===== config.mk =====
export PLATFORM = sky130hd
export DESIGN_NAME = present_run_sequencer
export DESIGN_NICKNAME = d
export VERILOG_FILES = /design/src/rtl/present_run_sequencer.sv
export SDC_FILE = /design/constraint.sdc
export NUM_CORES = 1
export LEC_CHECK = 0
export CORE_AREA = 2 2 193 195
export CTS_CLUSTER_SIZE = 16
export DETAILED_ROUTE_END_ITERATION = 12
export DIE_AREA = 0 0 195 197
export PLACE_DENSITY = 0.78
export SYNTH_ARGS = -nofsm -noshare
export SYNTH_HDL_FRONTEND = slang
export SYNTH_SLANG_ARGS = --single-unit

===== constraint.sdc =====
create_clock -name clk -period 17.1 [get_ports clk]
set_input_delay 5.13 -clock clk [delete_from_list [all_inputs] [get_ports clk]]
set_output_delay 5.13 -clock clk [all_outputs]
set_load 0.005 [all_outputs]

===== src/rtl/present_run_sequencer.sv =====
`default_nettype none
// ============================================================================
// Module   : present_run_sequencer
// Purpose  : Runs one PRESENT UUT operation per request: reset pulse, key
//            schedule wait, enc/dec wait, result and latency capture.
// Revision : 1.0
// ============================================================================
module present_run_sequencer #(
    parameter int RST_CYCLES = 4,
    parameter int CNT_W      = 32,
    parameter int TIMEOUT    = 1000000
) (
    input  logic             clk,
    input  logic             rst,
    input  logic             start,
    input  logic             abort,
    input  logic [63:0]      block_i,
    input  logic [79:0]      key_i,
    input  logic             encdec_i,
    output logic             busy,
    output logic             done,
    output logic             timeout_err,
    output logic [63:0]      result,
    output logic [CNT_W-1:0] key_cycles,
    output logic [CNT_W-1:0] op_cycles,
    output logic             rst_uut,
    output logic [63:0]      block_i_uut,
    output logic [79:0]      key_uut,
    output logic             encdec_uut,
    input  logic [63:0]      block_o_uut,
    input  logic             end_key_signal_uut,
    input  logic             end_enc_uut,
    input  logic             end_dec_uut
);

    typedef enum logic [2:0] {
        S_IDLE     = 3'd0,
        S_UUT_RST  = 3'd1,
        S_WAIT_KEY = 3'd2,
        S_WAIT_OP  = 3'd3,
        S_FINISH   = 3'd4
    } state_t;

    localparam logic [CNT_W-1:0] c_rst_last   = CNT_W'(RST_CYCLES - 1);
    localparam logic [CNT_W-1:0] c_timeout    = CNT_W'(TIMEOUT);
    localparam logic [CNT_W-1:0] c_timeout_m1 = CNT_W'(TIMEOUT - 1);

    state_t           r_state;
    logic [CNT_W-1:0] r_cnt;
    logic             r_busy;
    logic             r_done;
    logic             r_timeout_err;
    logic [63:0]      r_result;
    logic [CNT_W-1:0] r_key_cycles;
    logic [CNT_W-1:0] r_op_cycles;
    logic             r_rst_uut;
    logic [63:0]      r_block_i_uut;
    logic [79:0]      r_key_uut;
    logic             r_encdec_uut;

    logic             w_op_end;
    logic [CNT_W-1:0] w_cnt_inc;

    // Only the end flag matching the latched direction completes the run.
    assign w_op_end  = r_encdec_uut ? end_enc_uut : end_dec_uut;
    assign w_cnt_inc = (r_cnt == c_timeout) ? r_cnt : r_cnt + 1'b1;

    always_ff @(posedge clk or posedge rst) begin
        if (rst) begin
            r_state       <= S_IDLE;
            r_cnt         <= '0;
            r_busy        <= 1'b0;
            r_done        <= 1'b0;
            r_timeout_err <= 1'b0;
            r_result      <= '0;
            r_key_cycles  <= '0;
            r_op_cycles   <= '0;
            r_rst_uut     <= 1'b1;
            r_block_i_uut <= '0;
            r_key_uut     <= '0;
            r_encdec_uut  <= 1'b0;
        end else begin
            r_done <= 1'b0;
            if (abort && (r_state != S_IDLE)) begin
                r_state   <= S_IDLE;
                r_rst_uut <= 1'b1;
                r_busy    <= 1'b0;
            end else begin
                case (r_state)
                    S_IDLE: begin
                        r_rst_uut <= 1'b1;
                        if (start) begin
                            r_block_i_uut <= block_i;
                            r_key_uut     <= key_i;
                            r_encdec_uut  <= encdec_i;
                            r_timeout_err <= 1'b0;
                            r_key_cycles  <= '0;
                            r_op_cycles   <= '0;
                            r_result      <= '0;
                            r_cnt         <= '0;
                            r_busy        <= 1'b1;
                            r_state       <= S_UUT_RST;
                        end
                    end
                    S_UUT_RST: begin
                        if (r_cnt == c_rst_last) begin
                            r_cnt     <= '0;
                            r_rst_uut <= 1'b0;
                            r_state   <= S_WAIT_KEY;
                        end else begin
                            r_cnt <= r_cnt + 1'b1;
                        end
                    end
                    S_WAIT_KEY: begin
                        if (end_key_signal_uut) begin
                            r_key_cycles <= r_cnt + 1'b1;
                            r_cnt        <= '0;
                            r_state      <= S_WAIT_OP;
                        end else if (r_cnt == c_timeout_m1) begin
                            r_key_cycles  <= c_timeout;
                            r_timeout_err <= 1'b1;
                            r_done        <= 1'b1;
                            r_rst_uut     <= 1'b1;
                            r_state       <= S_FINISH;
                        end else begin
                            r_cnt <= w_cnt_inc;
                        end
                    end
                    S_WAIT_OP: begin
                        if (w_op_end) begin
                            r_op_cycles <= r_cnt + 1'b1;
                            r_result    <= block_o_uut;
                            r_done      <= 1'b1;
                            r_rst_uut   <= 1'b1;
                            r_state     <= S_FINISH;
                        end else if (r_cnt == c_timeout_m1) begin
                            r_op_cycles   <= c_timeout;
                            r_timeout_err <= 1'b1;
                            r_done        <= 1'b1;
                            r_rst_uut     <= 1'b1;
                            r_state       <= S_FINISH;
                        end else begin
                            r_cnt <= w_cnt_inc;
                        end
                    end
                    S_FINISH: begin
                        r_busy  <= 1'b0;
                        r_state <= S_IDLE;
                    end
                    default: begin
                        r_rst_uut <= 1'b1;
                        r_busy    <= 1'b0;
                        r_state   <= S_IDLE;
                    end
                endcase
            end
        end
    end

    assign busy        = r_busy;
    assign done        = r_done;
    assign timeout_err = r_timeout_err;
    assign result      = r_result;
    assign key_cycles  = r_key_cycles;
    assign op_cycles   = r_op_cycles;
    assign rst_uut     = r_rst_uut;
    assign block_i_uut = r_block_i_uut;
    assign key_uut     = r_key_uut;
    assign encdec_uut  = r_encdec_uut;

endmodule
`default_nettype wire


==> results by group <==
Global route
  – Largest net degree at the start of global routing: 185
  – Global-route usage over all layers: 0.200
  – Number of antenna violations at the first check in global routing: 0
  – Remaining global-route overflow: 0
  – Global-route wire length before repair: 59,600 um
  – Via count of the first global-routing pass: 10,157

Synthesis
  – Share of Yosys cell area claimed by the top area cell type: 0.624
  – Synthesized flop and latch total: 312
  – Leading cell types by total area after synthesis: sky130_fd_sc_hd__dfrtp_1 62%, sky130_fd_sc_hd__mux2_2 13%, sky130_fd_sc_hd__a22o_1 4.5%
  – Most frequently used flop master after synthesis: sky130_fd_sc_hd__dfrtp_1
  – Post-synth net total: 1,210
  – Avg Cell Area, Syn: 12.6 um^2
  – Number of flops mapped to enable cells by yosys: 0
  – Area leader, netlist: sky130_fd_sc_hd__dfrtp_1
  – Number of synthesis warnings: 0
  – Number of standard cells after synthesis: 992
  – Share of synthesized area occupied by flip-flops and latches: 0.626
  – Fraction of synthesis flops using an asynchronous set or reset pin: 1.00
  – Count of distinct cell types in the synthesized netlist: 54
  – Synthesized cell area: 0.0125 mm^2

Setup path
  – Arrival time of data at the critical path endpoint: 7.96 ns
  – Maximum net fanout on the critical path: 74
  – Worst EP required: 17.50 ns
  – CP startpoint kind: input pin
  – Crit end category: flop
  – Reg2Reg Setup Slack: 13.61 ns
  – CP startpoint: start
  – Depth of the most critical reg-to-reg path: 5
  – Class of the most critical setup path: in -> reg
  – Startpoint of the worst-slack reg-to-reg timing path: r_state[1]

Worst hold path
  – Worst min-delay path category: reg -> reg
  – Cell count of the worst hold path: 1
  – Hold Startpoint: op_cycles[14]

Clocking
  – H-tree levels: 2
  – CTS tree: built
  – Clock Sink Count: 312
  – CTS root buffer: sky130_fd_sc_hd__clkbuf_16
  – Clock latency of the later-clocked register in the worst-skew pair: 0.52 ns
  – Quantity of gates resized following cts: 0
  – Total CTS buffers: 36
  – Setup bufs post-CTS: 0
  – Deepest clock path buffer count: 3
  – Number of hold buffers added after CTS: 0
  – Clock-pin slew on the worst setup and hold paths: 0.06 ns

Pwr
  – Power density over the cells: 155 mW/mm^2
  – Post-layout total power: 2.96 mW
  – Leakage dissipation: 7.97 nW
  – Highest ir drop seen on vdd: 0.111 mV

Route
  – DRC errors left: 0
  – Number of violations reported at the end of detailed-routing iteration 0: 689
  – Number of routed nets with antenna violations: 0
  – Vias after detailed routing: 9,920
  – Overall routed net length: 39,500 um
  – Routed vias/inst: 5.07
  – Wire length per cell after detailed routing: 20.2 um
  – DRT Pass-1 Iters: 5

Final layout
  – Most common cell after layout, fill and taps aside: sky130_fd_sc_hd__clkdlybuf4s50_1
  – Ratio of cells with drive above 1 in the final layout: 0.151
  – Layout-stage area growth over the synthesis result: 52.7%
  – Final-stage net count: 1,682
  – Antenna diode count: 0
  – Commonest non-fill, non-tap cells in the layout: 492 x sky130_fd_sc_hd__clkdlybuf4s50_1, 311 x sky130_fd_sc_hd__dfrtp_1, 147 x sky130_fd_sc_hd__mux2_2

STA
  – Highest clock rate: 132 MHz
  – Final Hold Violating Endpoints: 0
  – Number of pins exceeding their max-slew limit in the final report: 0
  – Share of the clock period used by the worst path after layout: 0.442
  – Worst Max-Slew Pin Slew: 1.10 ns
  – Shortest clock period the worst path allows after layout: 7.56 ns
  – Final hold slack: 0.480 ns
  – Total Negative Setup Slacks: 0 ns
  – Endpoints failing setup: 0
  – Unrepaired setup endpoints after global routing: no
  – Worst slew margin relative to its limit: 0.266
  – Final worst clock skew: 0.0117 ns

Die
  – Rows: 70
  – I/O pin count: 493
  – Area of the placeable core: 0.0363 mm^2
  – Area enclosed by the die boundary: 0.0384 mm^2
  – Die span in y: 197 um
  – Starting utilization of the core area: 0.344
  – Die W: 195 um

Status
  – Run status: complete, no violations

Placed design
  – Port bufs: 492
  – Routability-driven placement congestion ratio: 0.853
  – Detailed Place HPWL: 28,300 um

Flow run
  – Number of max-cap violations: 0
[report_power, final]
| group | internal [mW] | switching [mW] |
|---|---|---|
| logic | 0.647 | 0.403 |
| registers | 0.968 | 0.144 |
| clock network | 0.493 | 0.301 |
[metrics by stage]
step           instance area [um^2]  utilization  setup WS (ns)  instances
2_1_floorplan                 12500            -           3.34        992
3_3_place_gp                  17800        0.491           9.05       1894
3_5_place_dp                  17800        0.491           8.99       1894
4_1_cts                       19000        0.525           9.56       1955
5_1_grt                       19000        0.525           9.42       1955
6_report                      19000        0.525           9.54       1955
[final timing paths]
kind	to
worst max-delay path	block_i_uut[56]
worst min-delay path	op_cycles[14]
worst max register to register	block_i_uut[56]
worst min register to register	op_cycles[14]
max in group asynchronous	result[5]
min in group asynchronous	key_uut[53]
[area by class of cell]
cell class,count,area (um^2)
Tap cell,468,586
Fill cell,3056,17200
Timing Repair Buffer,501,5000
Clock inverter,12,195
Inverter,9,41.3
Sequential cell,312,7810
Multi-Input combinational cell,604,4380
Clock buffer,49,1020
[routing by layer]
metal	vias up	GRT usage	wire length [um]
li1	4463	-	-
met1	4916	0.250	15700
met2	470	0.326	19100
met3	71	0.0590	3600
met4	0	0.0794	1180
met5	-	0	0
[critical path, cell delays in order]
cell and delay [ns]:
sky130_fd_sc_hd__clkdlybuf4s50_1 0.53, sky130_fd_sc_hd__nor3b_2 0.18, sky130_fd_sc_hd__buf_4 0.78, sky130_fd_sc_hd__buf_4 0.86
sky130_fd_sc_hd__mux2_2 0.42
[synth_stat cells, types with 3 or more instances]
library cell and n:
sky130_fd_sc_hd__a211o_1 6, sky130_fd_sc_hd__a21o_1 9, sky130_fd_sc_hd__a21oi_1 19, sky130_fd_sc_hd__a22o_1 64, sky130_fd_sc_hd__a31oi_1 3, sky130_fd_sc_hd__and2_1 6, sky130_fd_sc_hd__and3_1 4, sky130_fd_sc_hd__buf_2 5
sky130_fd_sc_hd__clkbuf_1 60, sky130_fd_sc_hd__dfrtp_1 311, sky130_fd_sc_hd__inv_1 9, sky130_fd_sc_hd__mux2_2 147, sky130_fd_sc_hd__nand2_1 112, sky130_fd_sc_hd__nand2b_1 7, sky130_fd_sc_hd__nand3_1 16, sky130_fd_sc_hd__nand4_1 7
sky130_fd_sc_hd__nor2_1 26, sky130_fd_sc_hd__nor2b_1 4, sky130_fd_sc_hd__nor3_1 13, sky130_fd_sc_hd__nor3b_1 4, sky130_fd_sc_hd__nor4_1 12, sky130_fd_sc_hd__o211ai_1 3, sky130_fd_sc_hd__o21ai_0 80, sky130_fd_sc_hd__or2_2 3
sky130_fd_sc_hd__or3_1 3, sky130_fd_sc_hd__xnor2_1 11, sky130_fd_sc_hd__xor2_1 14
[sequential cells by signal (all words and copies together), names as in the netlist]
signal	count
result	64
r_state	3
r_cnt	32
key_cycles	32
done	1
busy	1
block_i_uut	64
rst_uut	1
encdec_uut	1
timeout_err	1
key_uut	80
op_cycles	32
[cell families (layout without fill, tap and decap cells)]
family | after synthesis | count (layout) | share of synthesized area
fa+ha+maj | 2 | 2 | 0.00201
buf+inv | 76 | 571 | 0.0240
xor+xnor | 25 | 25 | 0.0176
mux | 149 | 149 | 0.134
compound gates | 202 | 202 | 0.109
flops | 312 | 312 | 0.626
simple gates | 226 | 226 | 0.0865
No activity file was read; power rests on OpenSTA's default activity.
